**src/rtl/raycast_core_stack.sv**
```systemverilog
// raycast_core_stack: LIFO of parent traversal contexts {idx, addr, t_enter, t_exit}
// with a registered top view, sticky overflow/underflow flags and single-cycle ops.
module raycast_core_stack #(
  parameter int dw = 32,
  parameter int aw = 32,
  parameter int depth = 8
) (
  input  logic                 clk_i,
  input  logic                 rst_n_i,
  input  logic                 clear_i,
  input  logic                 push_i,
  input  logic                 pop_i,
  input  logic [2:0]           push_idx_i,
  input  logic [aw-1:0]        push_addr_i,
  input  logic signed [dw-1:0] push_t_enter_i,
  input  logic signed [dw-1:0] push_t_exit_i,
  output logic [2:0]           top_idx_o,
  output logic [aw-1:0]        top_addr_o,
  output logic signed [dw-1:0] top_t_enter_o,
  output logic signed [dw-1:0] top_t_exit_o,
  output logic [$clog2(depth):0] level_o,
  output logic                 empty_o,
  output logic                 full_o,
  output logic                 pop_ack_o,
  output logic                 overflow_o,
  output logic                 underflow_o
);
  localparam int iw = $clog2(depth);
  localparam int lw = iw + 1;
  typedef struct packed {
    logic [2:0]    idx;
    logic [aw-1:0] addr;
    logic [dw-1:0] te;
    logic [dw-1:0] tx;
  } entry_t;
  entry_t mem [depth];
  entry_t top_q, top_d, push_e;
  logic [lw-1:0] level_q, level_d;
  logic do_push, do_pop, do_repl, wr, ovf_d, udf_d, ack_d;
  logic [iw-1:0] wr_ptr;
  assign empty_o = level_q == '0;
  assign full_o  = level_q == lw'(depth);
  assign level_o = level_q;
  assign push_e  = '{push_idx_i, push_addr_i, push_t_enter_i, push_t_exit_i};
  assign {top_idx_o, top_addr_o, top_t_enter_o, top_t_exit_o} = top_q;
  // push+pop on a non-empty stack rewrites the top in place; on an empty stack it degrades to a push
  always_comb begin
    do_repl = !clear_i && push_i && pop_i && !empty_o;
    do_push = !clear_i && push_i && (pop_i ? empty_o : !full_o);
    do_pop  = !clear_i && pop_i && !push_i && !empty_o;
    wr      = do_push || do_repl;
    wr_ptr  = do_repl ? iw'(level_q - lw'(1)) : iw'(level_q);
    level_d = clear_i ? '0 : do_push ? level_q + lw'(1) : do_pop ? level_q - lw'(1) : level_q;
    top_d   = clear_i ? '0 : wr ? push_e
            : do_pop ? (level_q >= lw'(2) ? mem[iw'(level_q - lw'(2))] : '0) : top_q;
    ovf_d   = !clear_i && (overflow_o || (push_i && !pop_i && full_o));
    udf_d   = !clear_i && (underflow_o || (pop_i && !push_i && empty_o));
    ack_d   = do_pop || do_repl;
  end
  always_ff @(posedge clk_i) begin
    if (wr) mem[wr_ptr] <= push_e;
  end
  always_ff @(posedge clk_i or negedge rst_n_i) begin
    if (!rst_n_i) begin
      level_q     <= '0;
      top_q       <= '0;
      pop_ack_o   <= 1'b0;
      overflow_o  <= 1'b0;
      underflow_o <= 1'b0;
    end else begin
      level_q     <= level_d;
      top_q       <= top_d;
      pop_ack_o   <= ack_d;
      overflow_o  <= ovf_d;
      underflow_o <= udf_d;
    end
  end
endmodule

```
**config.mk**
```make
export PLATFORM = sky130hd
export DESIGN_NAME = raycast_core_stack
export DESIGN_NICKNAME = d
export VERILOG_FILES = /design/src/rtl/raycast_core_stack.sv
export SDC_FILE = /design/constraint.sdc
export NUM_CORES = 1
export LEC_CHECK = 0
export ABC_AREA = 1
export CAP_MARGIN = 20
export CORE_MARGIN = 10
export CORE_UTILIZATION = 46
export CTS_BUF_LIST = sky130_fd_sc_hd__clkbuf_4 sky130_fd_sc_hd__clkbuf_8
export DETAILED_ROUTE_END_ITERATION = 6
export REMOVE_ABC_BUFFERS = 1
export SETUP_SLACK_MARGIN = 0.02
export SLEW_MARGIN = 20
export SYNTH_ARGS = -nofsm -noshare
export SYNTH_HDL_FRONTEND = slang
export SYNTH_SLANG_ARGS = --single-unit
```
**constraint.sdc**
```tcl
create_clock -name clk_i -period 17.72 [get_ports clk_i]
set_input_delay 5.316 -clock clk_i [delete_from_list [all_inputs] [get_ports clk_i]]
set_output_delay 5.316 -clock clk_i [all_outputs]
set_load 0.05 [all_outputs]
```
==> summary.md <==
| Metric | Value |
|---|---|
| Max H-tree Level | `4` |
| 1st-iter DRT viols | `between 1,500 and 2,000` |
| Drt via density | `roughly 5.3` |
| Critical path class | `reg -> out` |
| CTS tree | `done` |
| Post-synth top area cell | `edfxtp_1` |
| Initial antenna violation count | `3` |
| Leading post-synthesis cells by instance count | `806 x nor2_1, 792 x edfxtp_1, 400 x o21ai_0` |
| Starting density of the core | `0.4654` |
| DR vias | `between 20,000 and 25,000` |
| Synth Flop Type | `edfxtp_1` |
| Most Crowded Layer GR | `met2` |
| Vias in the first global route | `22,880` |
| Outcome | `completed` |
| Top post-synthesis cells by area | `edfxtp_1 67%, nor2_1 8.5%, dfrtp_1 7.5%` |
| Layout area overhead | `17.01%` |
| Detailed-placement wirelength estimate | `roughly 48 mm` |
| GP Congestion | `slightly below 0.8` |
| Worst path max stage delay | `0.82 ns` |
| Count of different cell masters after synthesis | `27` |
| Root buffer selected by CTS | `clkbuf_8` |
| Yosys warns | `0` |
| Delay-heaviest family, CP | `buffers and inverters` |
| Post-synth top area share | `0.6706` |
| Nature of the critical path startpoint | `flip-flop` |
| Post-Layout Inst Area | `approximately 41,000 µm²` |
| Critical path arrival | `3.63 ns` |
| Final Cycle Share | `0.5049` |
| Max-slew headroom | `0.2990` |
| Setup slack at placement | `about 8 ns` |
| Buf+Inv Stages, Crit Path | `2` |
| CP max-delay cell | `clkdlybuf4s50_1` |
| Fillers | `~6,400` |
| Gr usage total | `0.2009` |
| Pwr Density | `roughly 140 nW/µm²` |
| Max-cap viol count | `0` |
| Synth Register Bits | `approximately 900` |
| I/O pin count | `roughly 210` |
| Met3 Usage GRT | `0.04489` |
| Average wire per standard cell | `around 21 µm` |
| Leakage Power | `roughly 15 nW` |
| Syn Std Cell Area | `35,470 µm²` |
| Reg2reg setup slack | `roughly 12 ns` |
| Crit. End Element | `primary output` |
| Max clock buf depth | `3` |
| Crit-path cells | `inv_8 -> ha_1 -> nand2_2 -> nor2_4 -> clkdlybuf4s50_1` |
| PnR worst setup slack | `a little under 9 ns` |
| ANT nets after route | `0` |
| Cells after synthesis | `just under 3,000` |
| DR pass1 iterations | `5` |
| CTS Hold Buffers Added | `0` |
| Clk sinks | `about 900` |
| Congestion Overflow GR | `0` |
| Routed wire length | `90.68 mm` |
| Post-route DRC | `0` |
| Total Power | `approximately 0.006 W` |
| Clock skew | `around 0.04 ns` |
| CTS buffer count | `148` |
| Fin crit period | `8.947 ns` |
| Post_cts resized | `0` |
| Worst skew pair latency | `approximately 0.8 ns` |
| Max Freq | `111.8 MHz` |
| Post-Place Cell Area | `~38,000 µm²` |
| PortBufs | `211` |
| Top-count cell post-synth | `nor2_1` |
| RSZ-0062 raised after global routing | `no` |
| WP data required | `~12 ns` |
| Critical path peak fanout | `between 150 and 200` |
| Row count | `between 100 and 150` |
| WHS | `0.4959 ns` |
| Worst slew pin tran | `roughly 1.1 ns` |
| Setup Fix Bufs, Post-CTS | `0` |
| Die height | `between 200 and 300 µm` |
| Worst VDD drop | `between 0.1 and 0.15 mV` |
| Die W | `just under 300 µm` |
| Final hold violations | `0` |
| Async set-or-reset flop fraction in the synthesized netlist | `0.1180` |
| Die area | `88,600 µm²` |
| Register area share after synthesis | `0.7454` |
| Largest net degree at the start of global routing | `~220` |
| Final #Nets | `3,286` |
| Pins Over Slew Limit | `0` |
| Tightest Hold Check Type | `reg -> reg` |
| Post-synth EDFFs | `between 700 and 800` |
| Share of layout cells above drive strength 1 | `0.09576` |
| Global-route wire length before repair | `~140 mm` |
| M2 GR Usage | `0.3235` |
| Final-report setup violation count | `0` |
| Clock-pin slew on the worst setup and hold paths | `approximately 0.05 ns` |
| Core region area | `approximately 76,000 µm²` |
| Met1 usage | `0.2686` |
| Syn_area_per_cell | `around 12 µm²` |
==> cell type report <==
type	instances	area (µm²)	share of cell area
clock inverters	52	320.3	0.007719
clock buffers	223	2731	0.06582
flip-flops and latches	898	26440	0.6372
repair buffers	244	2401	0.05786
multi-input cells	1866	8224	0.1982
inverters	17	83.83	0.002020
diodes	2	5.005	0.0001206
well taps	1030	1289	0.03106
==> worst register-to-register path, stage by stage, from the launching register on <==
cell	delay, ns
dfrtp_4	0.95
inv_8	0.44
ha_1	0.50
nand2_2	0.10
nor2_4	0.04
nand2_2	0.11
nand2_2	0.10
inv_4	0.44
nand2_1	0.38
nor2_4	0.65
buf_4	0.48
buf_4	0.82
==> state kept, by name, summed over array words and instances, names as in the netlist <==
name           flops
top_t_exit_o      32
top_idx_o          3
underflow_o        1
pop_ack_o          1
mem              792
overflow_o         1
top_addr_o        32
level_o            4
top_t_enter_o     32
==> cell families after synthesis <==
| kind of cell | after synthesis | synth area share |
|---|---|---|
| buffers and inverters | 202 | 0.02477 |
| and+or+nand+nor | 1452 | 0.1694 |
| DFF | 898 | 0.7454 |
| adders and majority gates | 7 | 0.002469 |
| AOI/OAI and AO/OA | 403 | 0.05701 |
| xor gates and xnor gates | 4 | 0.0009880 |
==> power by group <==
part           switching (W)  internal (W)  total [W]
clock network       0.000816       0.00102    0.00183
logic                0.00112      0.000445    0.00156
registers          0.0000923       0.00248    0.00257
==> metal layers <==
layer	wire, µm	vias up
met3	5931	151
met2	43420	746
li1	-	10900
met5	12	-
met1	39340	11350
met4	1982	2
==> per-stage QoR <==
| stage | TNS (ns) | instances | utilization |
|---|---|---|---|
| 4_1_cts | 0 | 4329 | 0.5440 |
| 3_5_place_dp | 0 | 4054 | 0.5039 |
| 5_1_grt | 0 | 4331 | 0.5445 |
| 3_3_place_gp | 0 | 4054 | 0.5039 |
| 6_report | 0 | 4332 | 0.5446 |
| 2_1_floorplan | -1986.96 | 2781 | - |
==> layout by cell type, fill, tap and decap left out <==
cell               n
nor2_1           798
edfxtp_1         792
o21ai_0          400
nand3_1          399
nand2_1          233
clkdlybuf4s50_1  210
clkbuf_8         169
dfrtp_1          104
clkbuf_4          54
buf_4             29
clkinv_1          22
clkinv_2          16
inv_1             10
nor2_4             9
clkinvlp_4         8
ha_1               6
inv_6              4
nand2_2            4
xor2_1             3
inv_4              3
nand4_1            3
buf_6              3
diode_2            2
inv_8              2
nor2_2             2
inv_2              2
or2_2              2
bufinv_16          2
dfrtp_4            2
a31oi_1            1
a22o_1             1
nor2_8             1
nand3_2            1
xnor2_1            1
a21oi_1            1
ha_4               1
buf_16             1
buf_12             1
==> worst paths after layout <==
path | start | end | depth (start not counted)
worst max-delay path | level_o[0] | full_o | 5
worst min-delay path | top_t_exit_o[30] | top_t_exit_o[30] | 2
worst max register to register | level_o[0] | mem[0][67] | 11
worst min register to register | top_t_exit_o[30] | top_t_exit_o[30] | 2
max in group asynchronous | rst_n_i | level_o[0] | 2
min in group asynchronous | rst_n_i | top_t_exit_o[27] | 1
(Power assumes the default switching activity.)
==> edit (config.mk and constraints unchanged) <==
Put one more register stage on the output `level_o`, cleared by the reset. The value now appears one clock later. The other outputs are not delayed to match.
--- a/src/rtl/raycast_core_stack.sv
+++ b/src/rtl/raycast_core_stack.sv
@@ -42,3 +42,9 @@
   assign full_o  = level_q == lw'(depth);
-  assign level_o = level_q;
+  always_ff @(posedge clk_i or negedge rst_n_i) begin
+    if (!rst_n_i) begin
+      level_o <= '0;
+    end else begin
+      level_o <= level_q;
+    end
+  end
   assign push_e  = '{push_idx_i, push_addr_i, push_t_enter_i, push_t_exit_i};
Function: changed (a bounded check fails within 4 cycles, from zero or initial values and one cycle with rst_n_i low).
==> edit against the unedited design <==
Combinational power shrank 20%; setup slack lost 0.15 ns; register-to-register slack lost 0.10 ns; first-iteration DRC count grew 4.7%; routed wire length shrank 0.75%; critical path depth is the same; power shrank 6.9%; critical path type unchanged; final area shrank 0.26%; critical endpoint is now empty_o; global-route usage shrank 0.14 points; sequential share of layout area grew 0.41 points; sequential cell count grew 4; clock skew shrank 0.010 ns; area after synthesis grew 0.25%; core utilization shrank 0.23 points.
==> edit: results (changes against the unedited design) <==
- Critical Path AT: 3.78 ns (+0.15 ns)
- IO Port Bufs: 211 (unchanged)
- Area Overhead vs Synth: 16.41%
- GP Congestion: 0.8024 (+1.5%)
- Max VDD drop: 0.07820 mV (-22%)
- Async set-or-reset flop fraction in the synthesized netlist: 12.20% (+0.39 points)
- Post-DP Area: 38,500 µm² (+0.25%)
- Number of flops mapped to enable cells by yosys: 792 (unchanged)
- Vias in the first global route: 23,190 (+1.4%)
- Post-detail-place hpwl: 48.60 mm (+1.4%)
- Max reg flops: 792 (unchanged)
- Global-route wire length before repair: 139.1 mm (+0.29%)
- Total CTS buffers: 147 (-0.68%)
- Layout cells sized above 1: 9.055% (-0.52 points)
- Worst-skew pair later-pin latency: 0.78 ns (-0.02 ns)
- Worst-Margin Slew: 1.311 ns (+0.2590 ns)
- Worst slack, placed: 8.026 ns (-0.03543 ns)
- Final net count: 3,286 (unchanged)
- Run status: completed
- Synth cell types: 25 (-7.4%)
- Crit-path max FO: 150 (-17%)
- # Post-CTS Setup Buffers: 0 (unchanged)
- Drt initial violations: 1,970 (+4.7%)
- Via/cell ratio: 5.377 (+0.62%)
- Total Wirelength: 90.00 mm (-0.75%)
- Worst hold path class: reg -> reg
- Leakage: 14.48 nW (-0.47%)
- Initial antenna violation count: 4 (+1)
- Largest net degree at the start of global routing: 254 (+13%)
- Post-synth top cells: 806 x nor2_1, 792 x edfxtp_1, 400 x nand3_1
- Final Skew: 0.02960 ns (-0.01027 ns)
- Total GRT Usage: 19.94% (-0.14 points)
- Post-CTS Resized: 0 (unchanged)
- Clock Path Buffers: 3 (unchanged)
- Seq/Total Area, Yosys: 74.63% (+0.093 points)
- H-tree Lvls: 4 (unchanged)
- DR pass1 iterations: 5 (unchanged)
- Fillers: 6,424 (+0.30%)
- Area contributors post-synth: edfxtp_1 67%, nor2_1 8.5%, dfrtp_1 7.7%
## edit: cell count changes after synthesis, sizes merged
| cell | unedited run | this run |
|---|---|---|
| buf | 94 | 99 |
| clkbuf | 91 | 86 |
| inv | 16 | 17 |
| clkinv | 1 | 0 |
| nand2 | 237 | 236 |
| dfrtp | 106 | 110 |
## edit: final timing paths
kind / from / end / slack, ns / depth (start not counted)
worst max-delay path: level_q[0]$_DFFE_PN0P_ / empty_o / 8.62 / 5
worst min-delay path: top_t_exit_o[8]$_DFFE_PN0P_ / top_t_exit_o[8]$_DFFE_PN0P_ / 0.49 / 2
worst max register to register: level_q[0]$_DFFE_PN0P_ / mem[0][35]$_DFFE_PP_ / 12.15 / 10
worst min register to register: top_t_exit_o[8]$_DFFE_PN0P_ / top_t_exit_o[8]$_DFFE_PN0P_ / 0.49 / 2
max in group asynchronous: rst_n_i / level_q[1]$_DFFE_PN0P_ / 11.94 / 2
min in group asynchronous: rst_n_i / pop_ack_o$_DFF_PN0_ / 4.53 / 1
## edit: area by class of cell
type	count	area share, %
Antenna cell	2	0.01209
Clock buffer	208	6.161
Clock inverter	57	0.7618
Inverter	17	0.2025
Multi-Input combinational cell	1865	19.85
Sequential cell	902	64.13
Tap cell	1030	3.114
Timing Repair Buffer	242	5.777
## edit: metrics by stage
step	std cells	hold WS (ns)	setup TNS, ns
6_report	4323	0.4891	0
5_1_grt	4322	0.5144	0
4_1_cts	4320	0.4977	0
3_5_place_dp	4055	0.4830	0
3_3_place_gp	4054	0.4772	0
2_1_floorplan	2784	0.4848	-1471.63
## edit: cells by family (layout without fill, tap and decap cells)
group | count (synthesis) | after routing | share of synthesized area (%)
compound gates | 403 | 403 | 5.687
flops | 902 | 902 | 74.63
simple gates | 1451 | 1451 | 16.87
xor+xnor | 4 | 4 | 0.09855
buf+inv | 202 | 524 | 2.470
other cells | 0 | 2 | 0
fa+ha+maj | 7 | 7 | 0.2463
## edit: metal layers
metal  vias to the layer above  track usage [%]  wire length [µm]
met5                         -                0                11
met2                       701            32.74             44050
li1                      10890                -                 -
met4                         2            5.778              1546
met1                     11520            26.54             38690
met3                       127            4.148              5697
## edit: critical path, stage by stage, from the launching register on
cell and delay (ns):
dfrtp_4 0.78, inv_8 0.63, ha_1 0.33, nand2_2 0.10
inv_2 0.11, clkdlybuf4s50_1 0.84
## edit: power by group
part           internal (W)  switching, W
clock network      0.000944      0.000809
logic              0.000348      0.000906
registers           0.00247     0.0000773
total               0.00376       0.00179
